[src/rtl/apple_video_timing_counter.sv]
`default_nettype none
// ============================================================================
// Module   : apple_video_timing_counter
// Brief    : Apple II H/V video timing chain with blank, sync, burst and
//            line/frame pulses. Define APPLE_VIDEO_PAL_EN for a 312-line frame.
// Revision : 1.0 - initial release
// ============================================================================
module apple_video_timing_counter #(
    parameter logic [6:0] H_RELOAD      = 7'h40,
    parameter logic [8:0] V_RELOAD_NTSC = 9'h0FA,
    parameter logic [8:0] V_RELOAD_PAL  = 9'h0C8
) (
    input  logic       CLK,
    input  logic       RESET,
    input  logic       CE,
    output logic [6:0] H,
    output logic [8:0] V,
    output logic       HBL,
    output logic       VBL,
    output logic       BLANK,
    output logic       HSYNC,
    output logic       VSYNC,
    output logic       CBURST,
    output logic       LINE_END,
    output logic       FRAME_END
);

`ifdef APPLE_VIDEO_PAL_EN
    localparam bit C_PAL = 1'b1;
`else
    localparam bit C_PAL = 1'b0;
`endif

    localparam logic [8:0] C_V_RELOAD = C_PAL ? V_RELOAD_PAL : V_RELOAD_NTSC;

    logic [6:0] r_h;
    logic [8:0] r_v;
    logic [6:0] w_h_next;
    logic [8:0] w_v_next;
    logic       w_h_last;
    logic       w_v_last;

    assign w_h_last = (r_h == 7'h7F);
    assign w_v_last = (r_v == 9'h1FF);

    // 0x00 is the long HPE' state; 0x7F wraps naturally to 0x00, and any
    // stray value in 0x01..0x3F just counts up into 0x40.
    always_comb begin
        w_h_next = r_h + 7'd1;
        if (r_h == 7'h00) begin
            w_h_next = H_RELOAD;
        end
        w_v_next = r_v;
        if (w_h_last) begin
            w_v_next = w_v_last ? C_V_RELOAD : (r_v + 9'd1);
        end
    end

    always_ff @(posedge CLK or posedge RESET) begin
        if (RESET) begin
            r_h <= 7'h00;
            r_v <= C_V_RELOAD;
        end else if (CE) begin
            r_h <= w_h_next;
            r_v <= w_v_next;
        end
    end

    assign H         = r_h;
    assign V         = r_v;
    assign HBL       = ~r_h[6] | (r_h[5:3] < 3'd3);
    assign VBL       = r_v[7] & r_v[6];
    assign BLANK     = HBL | VBL;
    assign HSYNC     = (r_h[6:2] == 5'b10010);
    assign CBURST    = (r_h[6:2] == 5'b10011) & ~VBL;
    assign VSYNC     = (r_v[8:2] == 7'h78);
    assign LINE_END  = CE & w_h_last;
    assign FRAME_END = LINE_END & w_v_last;

endmodule
`default_nettype wire

[config.mk]
export PLATFORM = sky130hd
export DESIGN_NAME = apple_video_timing_counter
export DESIGN_NICKNAME = d
export VERILOG_FILES = /design/src/rtl/apple_video_timing_counter.sv
export SDC_FILE = /design/constraint.sdc
export NUM_CORES = 1
export LEC_CHECK = 0
export CAP_MARGIN = 5
export CORE_MARGIN = 2
export CORE_UTILIZATION = 25
export CTS_BUF_LIST = sky130_fd_sc_hd__clkbuf_4
export CTS_CLUSTER_DIAMETER = 60
export DETAILED_ROUTE_END_ITERATION = 8
export SLEW_MARGIN = 20
export SYNTH_ARGS = -nofsm -noshare
export SYNTH_HDL_FRONTEND = slang
export SYNTH_SLANG_ARGS = --single-unit
[constraint.sdc]
create_clock -name CLK -period 2.06 [get_ports CLK]
set_clock_uncertainty 0.1 [all_clocks]
set_input_delay 0.412 -clock CLK [delete_from_list [all_inputs] [get_ports CLK]]
set_output_delay 0.412 -clock CLK [all_outputs]
set_load 0.01 [all_outputs]
==> flow_metrics.py, run 1 <==
metrics = {
    "run_status": {
        "run_status": "finished with violations",
        "failed_checks": "negative setup slack",
    },
    "worst_setup_path": {
        "timing.critical_path.fanout_max": 2,
        "crit_type": "reg -> out",
        "r2r_cells": 8,
        "r2r_start": "V[3]",
        "max_stage_delay_ps": 540,
        "worst_setup_path_end_kind": "output port",
        "crit_slowest_cell": "sky130_fd_sc_hd__dfstp_2",
        "path_cells": "and3_4 > nand3_2 > nor2_2 > ha_2 > and2_1 > buf_2",
        "worstSetupStartpoint": "V[3]",
        "timing.reg2reg.setup_slack_ps": 170,
        "required_ps": 1550,
        "endpoint": "FRAME_END",
        "timing.critical_path.arrival_ps": 1580,
        "rr_endpoint": "V[0]",
        "cp-start-kind": "register",
    },
    "place": {
        "number_of_port_buffers": 26,
        "hpwlAfterDp_um": 1950,
        "gp_routability_congestion": 0.884,
        "cell_area_reported_after_detailed_placement_mm2": 0.00144,
        "dp.cells": 196,
    },
    "detailed_routing": {
        "via_per_inst": 4.64,
        "drt_first_pass_iters": 4,
        "avgRoutedWirePerCell_um": 12.2,
        "drc": 0,
        "drt.antenna.violating_nets": 0,
        "wl_um": 2490,
        "via_count": 947,
        "drt_iter0_drc": 39,
    },
    "die": {
        "initial_utilization_pct": 26.6,
        "fp.dieArea_mm2": 0.00410,
        "die_w_um": 64.1,
        "row_count": 21,
        "core_area_mm2": 0.00339,
        "fp.dieH_um": 64.1,
        "top_level_ports": 27,
    },
    "flow_run": {
        "max-cap-violations": 0,
    },
    "clock_tree": {
        "cts_inserted_buffers": 3,
        "htree_num_levels": 1,
        "cts_tree": "done",
        "cts_hold_buffers": 0,
        "cts-root-buf": "sky130_fd_sc_hd__clkbuf_4",
        "cts_buffer_depth": 2,
        "clk_pin_slew_worst_paths_ps": 100,
        "tritoncts_num_sinks": 16,
        "clock_latency_on_the_worst_skew_pair_ps": 280,
    },
    "synthesis": {
        "adder_cell_share_of_the_synthesized_area_pct": 5.55,
        "fraction_of_synthesized_cell_area_in_xor_and_xnor_cells_pct": 2.91,
        "mux_share_of_post_synthesis_cell_area_pct": 2.50,
        "ys_seq_area_share_pct": 45.2,
        "synth_warnings": 0,
        "synth_top_family_by_area": "simple AND/OR/NAND/NOR gates",
        "postSynthAreaPerCell_um2": 9.30,
        "synth_cell_types": 33,
        "synth_nets": 104,
        "ys_ff_latch": 16,
        "yosys.area_share.simple_pct": 24.8,
        "post_synth_instance_area_um2": 902,
        "postSynthCellCount": 97,
        "synth-compound-area-share_pct": 14.8,
    },
    "sta": {
        "worst-slew-pin-transition_ps": 632,
        "finalWorstSetupSlack_ps": -33.9,
        "fmaxAchievable_mhz": 478,
        "timing.slew.headroom_pct": 57.8,
        "final.hold.worst_slack_ps": 405,
        "part_of_the_cycle_the_worst_path_needs_pct": 102,
        "slew_viol_final": 0,
        "hold_viol": 0,
        "setup_repair_after_global_routing_missed_its_margin": "yes",
        "finalWorstPathRequiredPeriod_ps": 2090,
        "timing.final.setup_violations": 1,
    },
    "power": {
        "power.static_leakage_nw": 0.725,
        "seqPwrFrac_pct": 35.7,
        "peakVddDrop_v": 0.000462,
        "clock_power_share_pct": 14.1,
        "switchingPower_mw": 0.403,
        "post-layout-total-power_mw": 1.17,
        "power_density_mw_per_mm2": 764,
        "internal_power_mw": 0.770,
        "power.share.switching_pct": 34.4,
        "pwr-share-comb_pct": 50.2,
    },
    "global_routing": {
        "grt-busiest-layer": "met2",
        "grtUsageMet3_pct": 1.58,
        "grt_remaining_overflow": 0,
        "grt_util_met1_pct": 16.0,
        "maximum_number_of_pins_on_one_net_before_global_route_repair": 17,
        "grt_antenna_before_repair": 0,
        "via_count_of_the_first_global_routing_pass": 966,
        "grt_pass1_wl_um": 4240,
        "globalRouteTotalUtil_pct": 13.0,
        "grt_util_met2_pct": 23.3,
    },
    "finish": {
        "area_growth_syn_to_layout_pct": 70.3,
        "final_design_area_no_fill_mm2": 0.00154,
        "layout.cells.non_filler": 204,
        "finalCoreUtilization_pct": 45.3,
        "diodes": 0,
        "layout.nets": 166,
        "final_layout_size_suffix_gt1_share_pct": 39.2,
    },
    "hold_path": {
        "hold_path_class": "in -> async",
    },
}
==> worst max-delay path, delay by kind of cell (launching register included) <==
kind / cells / cell delay [ps]
and+or+nand+nor: 4 / 480
DFF: 1 / 540
buffers and inverters: 1 / 120
adders and majority gates: 1 / 170
==> per-layer routing <==
| metal | routed length [um] | vias to the layer above |
|---|---|---|
| li1 | - | 467 |
| met1 | 1120 | 455 |
| met2 | 1270 | 23 |
| met3 | 86 | 2 |
| met4 | 10 | 0 |
| met5 | 0 | - |
==> final cells by class <==
cell class	instances	area (um2)
Clock buffer	3	22.5
Timing Repair Buffer	60	509
Tap cell	46	57.6
Inverter	5	23.8
Multi-Input combinational cell	73	512
Clock inverter	1	3.75
Sequential cell	16	408
Fill cell	335	1850
==> registers in the layout (all words and copies together), names as in the netlist <==
name / count
H: 7
V: 9
==> cell families (layout without fill, tap and decap cells) <==
kind of cell / count (synthesis) / in the layout
DFF: 16 / 16
AOI/OAI and AO/OA: 22 / 22
and+or+nand+nor: 42 / 42
adders and majority gates: 4 / 4
xor gates and xnor gates: 3 / 3
buffers and inverters: 8 / 69
muxes: 2 / 2
==> Yosys cell counts <==
cell type	count	area (um2)
sky130_fd_sc_hd__dfrtp_1	10	250
sky130_fd_sc_hd__nand2_1	10	37.5
sky130_fd_sc_hd__nor2_1	9	33.8
sky130_fd_sc_hd__dfstp_2	6	158
sky130_fd_sc_hd__a21oi_1	5	25.0
sky130_fd_sc_hd__a31oi_1	5	31.3
sky130_fd_sc_hd__and3_1	5	31.3
sky130_fd_sc_hd__ha_1	4	50.1
sky130_fd_sc_hd__inv_1	4	15.0
sky130_fd_sc_hd__nand3_1	4	20.0
sky130_fd_sc_hd__o21ai_0	4	20.0
sky130_fd_sc_hd__nand4_1	3	18.8
sky130_fd_sc_hd__xnor2_1	3	26.3
sky130_fd_sc_hd__a31o_2	2	17.5
sky130_fd_sc_hd__and2_1	2	12.5
sky130_fd_sc_hd__buf_2	2	10.0
sky130_fd_sc_hd__nand2b_1	2	12.5
sky130_fd_sc_hd__o21ai_1	2	10.0
sky130_fd_sc_hd__a21o_1	1	7.51
sky130_fd_sc_hd__and4b_1	1	10.0
sky130_fd_sc_hd__clkbuf_1	1	3.75
sky130_fd_sc_hd__clkinv_4	1	8.76
sky130_fd_sc_hd__mux2_1	1	11.3
sky130_fd_sc_hd__mux2_2	1	11.3
sky130_fd_sc_hd__nor3_1	1	5.00
sky130_fd_sc_hd__nor3_2	1	10.0
sky130_fd_sc_hd__nor4b_1	1	8.76
sky130_fd_sc_hd__o21bai_1	1	7.51
sky130_fd_sc_hd__o22ai_1	1	6.26
sky130_fd_sc_hd__o2bb2ai_1	1	8.76
sky130_fd_sc_hd__or2_2	1	6.26
sky130_fd_sc_hd__or2_4	1	8.76
sky130_fd_sc_hd__or3b_1	1	8.76
==> power groups by stage <==
stage	Sequential [mW]	Clock, mW	Combinational (mW)
3_3_place_gp	0.413	0	0.562
4_1_cts	0.411	0.174	0.589
2_1_floorplan	0.467	0	0.188
5_1_grt	0.428	0.190	0.645
6_report	0.419	0.166	0.589
3_5_place_dp	0.416	0	0.566
==> stage by stage <==
stage	setup slack, ps	TNS (ps)
2_1_floorplan	66.2	0
3_3_place_gp	-430	-828
3_5_place_dp	-434	-835
4_1_cts	-143	-143
5_1_grt	-124	-124
6_report	-33.9	-33.9
==> worst min-delay path by stage <==
stage	end	cells past startpoint	start	slack, ps
final	H[6]	2	RESET	410
after global routing	H[5]	2	RESET	450
after CTS	H[6]	2	RESET	420
after detailed placement	V[8]	1	V[8]	460
after global placement	V[8]	1	V[8]	470
after floorplan	H[0]	1	RESET	220
==> placed cells by master, fill, tap and decap left out, types with 2 or more instances in the layout <==
master,count
sky130_fd_sc_hd__nor2_1,8
sky130_fd_sc_hd__buf_4,33
sky130_fd_sc_hd__nand3_2,2
sky130_fd_sc_hd__a31o_2,2
sky130_fd_sc_hd__buf_2,2
sky130_fd_sc_hd__dfstp_2,6
sky130_fd_sc_hd__o21ai_1,2
sky130_fd_sc_hd__and2_1,2
sky130_fd_sc_hd__nand2b_1,2
sky130_fd_sc_hd__dlygate4sd2_1,5
sky130_fd_sc_hd__xnor2_1,3
sky130_fd_sc_hd__dfrtp_1,10
sky130_fd_sc_hd__nand4_1,3
sky130_fd_sc_hd__a21oi_1,5
sky130_fd_sc_hd__clkdlybuf4s50_1,16
sky130_fd_sc_hd__and3_1,4
sky130_fd_sc_hd__nand3_1,2
sky130_fd_sc_hd__inv_1,4
sky130_fd_sc_hd__a31oi_1,5
sky130_fd_sc_hd__nand2_1,10
sky130_fd_sc_hd__ha_4,2
sky130_fd_sc_hd__clkbuf_4,3
sky130_fd_sc_hd__o21ai_0,3
==> timing repair <==
| action | in CTS | in global routing |
|---|---|---|
| gates resized for setup | 20 | 11 |
| pin swaps | 2 | 3 |
| cloned | 0 | 0 |
| endpoints found under the setup margin | 8 | 5 |
| buffers inserted | 3 | 1 |
Power figures use the tool's default switching activity.
==> run 2, diff against run 1 <==
--- a/config.mk
+++ b/config.mk
@@ -6,7 +6,7 @@
 export NUM_CORES = 1
 export LEC_CHECK = 0
 export CAP_MARGIN = 5
-export CORE_MARGIN = 2
+export CORE_MARGIN = 4
 export CORE_UTILIZATION = 25
 export CTS_BUF_LIST = sky130_fd_sc_hd__clkbuf_4
 export CTS_CLUSTER_DIAMETER = 60
==> run 2 against run 1 <==
The run still ends with negative setup slack left. Largest power group unchanged. Sequential power fell by 2%. Register-to-register slack got worse by 80 ps. Combinational power down 4.6%. Worst setup slack better by 4.4 ps. Utilization grew 0.13 points. First-iteration DRC count is 18% lower.
==> flow_metrics.py, run 2 (synthesis results as in run 1) <==
metrics = {
    "clock_tree": {
        "cts_buffer_depth": 2,
        "cts_tree": "done",
        "clk_pin_slew_worst_paths_ps": 100,
        "cts_hold_buffers": 0,
        "cts_inserted_buffers": 3,
        "clock_latency_on_the_worst_skew_pair_ps": 290,
        "cts-root-buf": "sky130_fd_sc_hd__clkbuf_4",
        "tritoncts_num_sinks": 16,
        "htree_num_levels": 1,
    },
    "sta": {
        "finalWorstPathRequiredPeriod_ps": 2090,
        "slew_viol_final": 0,
        "finalWorstSetupSlack_ps": -29.4,
        "timing.slew.headroom_pct": 57.9,
        "timing.final.setup_violations": 1,
        "hold_viol": 0,
        "fmaxAchievable_mhz": 479,
        "setup_repair_after_global_routing_missed_its_margin": "yes",
        "part_of_the_cycle_the_worst_path_needs_pct": 101,
        "worst-slew-pin-transition_ps": 630,
    },
    "power": {
        "power.share.switching_pct": 34.4,
        "switchingPower_mw": 0.401,
        "post-layout-total-power_mw": 1.17,
        "peakVddDrop_v": 0.000564,
        "power.static_leakage_nw": 0.749,
        "power_density_mw_per_mm2": 752,
        "clock_power_share_pct": 16.7,
        "internal_power_mw": 0.767,
        "pwr-share-comb_pct": 48.1,
        "seqPwrFrac_pct": 35.2,
    },
    "die": {
        "fp.dieArea_mm2": 0.00463,
        "die_w_um": 68.1,
        "top_level_ports": 27,
        "row_count": 21,
        "fp.dieH_um": 68.1,
        "core_area_mm2": 0.00342,
        "initial_utilization_pct": 26.4,
    },
    "finish": {
        "area_growth_syn_to_layout_pct": 72.1,
        "diodes": 0,
        "layout.cells.non_filler": 201,
        "layout.nets": 163,
        "multi_input_combinational_cell_area_um2": 532,
        "largest_reg_flops": 9,
        "final_layout_size_suffix_gt1_share_pct": 40.0,
        "layout_common_cells": "sky130_fd_sc_hd__buf_4, sky130_fd_sc_hd__clkdlybuf4s50_1, sky130_fd_sc_hd__dfrtp_1, sky130_fd_sc_hd__nand2_1, sky130_fd_sc_hd__nor2_1",
        "layout.cells.most_common": "sky130_fd_sc_hd__buf_4",
        "finalCoreUtilization_pct": 45.5,
        "register_area_um2": 408,
        "fillerInstances": 337,
    },
    "place": {
        "dp.cells": 193,
        "number_of_port_buffers": 26,
        "gp_routability_congestion": 0.819,
        "dpl_worst_slack_ps": -430,
        "hpwlAfterDp_um": 1870,
    },
    "worst_setup_path": {
        "r2r_cells": 9,
        "timing.critical_path.fanout_max": 2,
        "r2r_start": "V[4]",
        "cp-start-kind": "register",
        "path_cells": "and3_4 > nand3_4 > nor2_4 > ha_4 > and2_4 > buf_6",
        "timing.critical_path.arrival_ps": 1580,
        "max_stage_delay_ps": 550,
        "crit_slowest_cell": "sky130_fd_sc_hd__dfstp_2",
        "timing.reg2reg.setup_slack_ps": 90,
        "crit_type": "reg -> out",
        "rr_endpoint": "V[0]",
        "worst_setup_path_end_kind": "output port",
        "required_ps": 1550,
    },
    "detailed_routing": {
        "via_count": 932,
        "drt_first_pass_iters": 5,
        "avgRoutedWirePerCell_um": 12.6,
        "drc": 0,
        "drt_iter0_drc": 32,
        "wl_um": 2540,
        "via_per_inst": 4.64,
        "drt.antenna.violating_nets": 0,
    },
    "global_routing": {
        "grt_remaining_overflow": 0,
        "via_count_of_the_first_global_routing_pass": 965,
        "globalRouteTotalUtil_pct": 12.4,
        "grt_antenna_before_repair": 0,
        "maximum_number_of_pins_on_one_net_before_global_route_repair": 17,
        "grt_pass1_wl_um": 4320,
    },
    "run_status": {
        "run_status": "finished with violations",
        "failed_checks": "negative setup slack",
    },
    "flow_run": {
        "max-cap-violations": 0,
    },
    "hold_path": {
        "hold_path_class": "in -> async",
    },
}
-- run 2: power by group through the flow --
stage	Combinational [mW]	Sequential, mW	Clock (mW)
after floorplan	0.188	0.467	0
after global placement	0.572	0.411	0
after detailed placement	0.580	0.414	0
after CTS	0.562	0.411	0.198
after global routing	0.626	0.419	0.216
final	0.562	0.411	0.195
-- run 2: worst max-delay path: cells and delay by family, from the launching register on --
kind                       cells  cell delay (ps)
adders and majority gates      1              130
buffers and inverters          1               90
DFF                            1              550
and+or+nand+nor                4              520
-- run 2: worst max path at each step --
stage | from | endpoint | slack [ps] | cells after the start
6_report | V[4] | FRAME_END | -30 | 6
5_1_grt | V[4] | FRAME_END | -90 | 6
4_1_cts | V[4] | FRAME_END | -120 | 6
3_5_place_dp | CE | FRAME_END | -430 | 6
3_3_place_gp | CE | FRAME_END | -420 | 6
2_1_floorplan | V[1] | FRAME_END | 70 | 6
-- run 2: area by class of cell --
class / instances / area share, %
Clock buffer: 4 / 1.93
Timing Repair Buffer: 57 / 32.3
Sequential cell: 16 / 26.3
Inverter: 5 / 1.53
Multi-Input combinational cell: 73 / 34.2
Tap cell: 46 / 3.71
-- run 2: what timing repair did --
item	4_1_cts	5_1_grt
gates resized for setup	25	15
cloned	0	0
endpoints found under the hold margin	0	0
endpoints found under the setup margin	8	9
pin swaps	3	3
buffers inserted	1	3
-- run 2: metal layers --
metal  up-vias  wire length [um]  track usage, %
li1        463                 -               -
met4         0                35            3.47
met3         4               178            4.60
met1       428              1110            14.6
met5         -                 0               0
met2        37              1220            20.8
-- run 2: stage by stage --
step	hold WS, ps	area (um2)	setup TNS [ps]
after floorplan	221	903	0
after global placement	429	1420	-878
after detailed placement	434	1420	-919
after CTS	416	1490	-118
after global routing	441	1550	-94.6
final	388	1550	-29.4
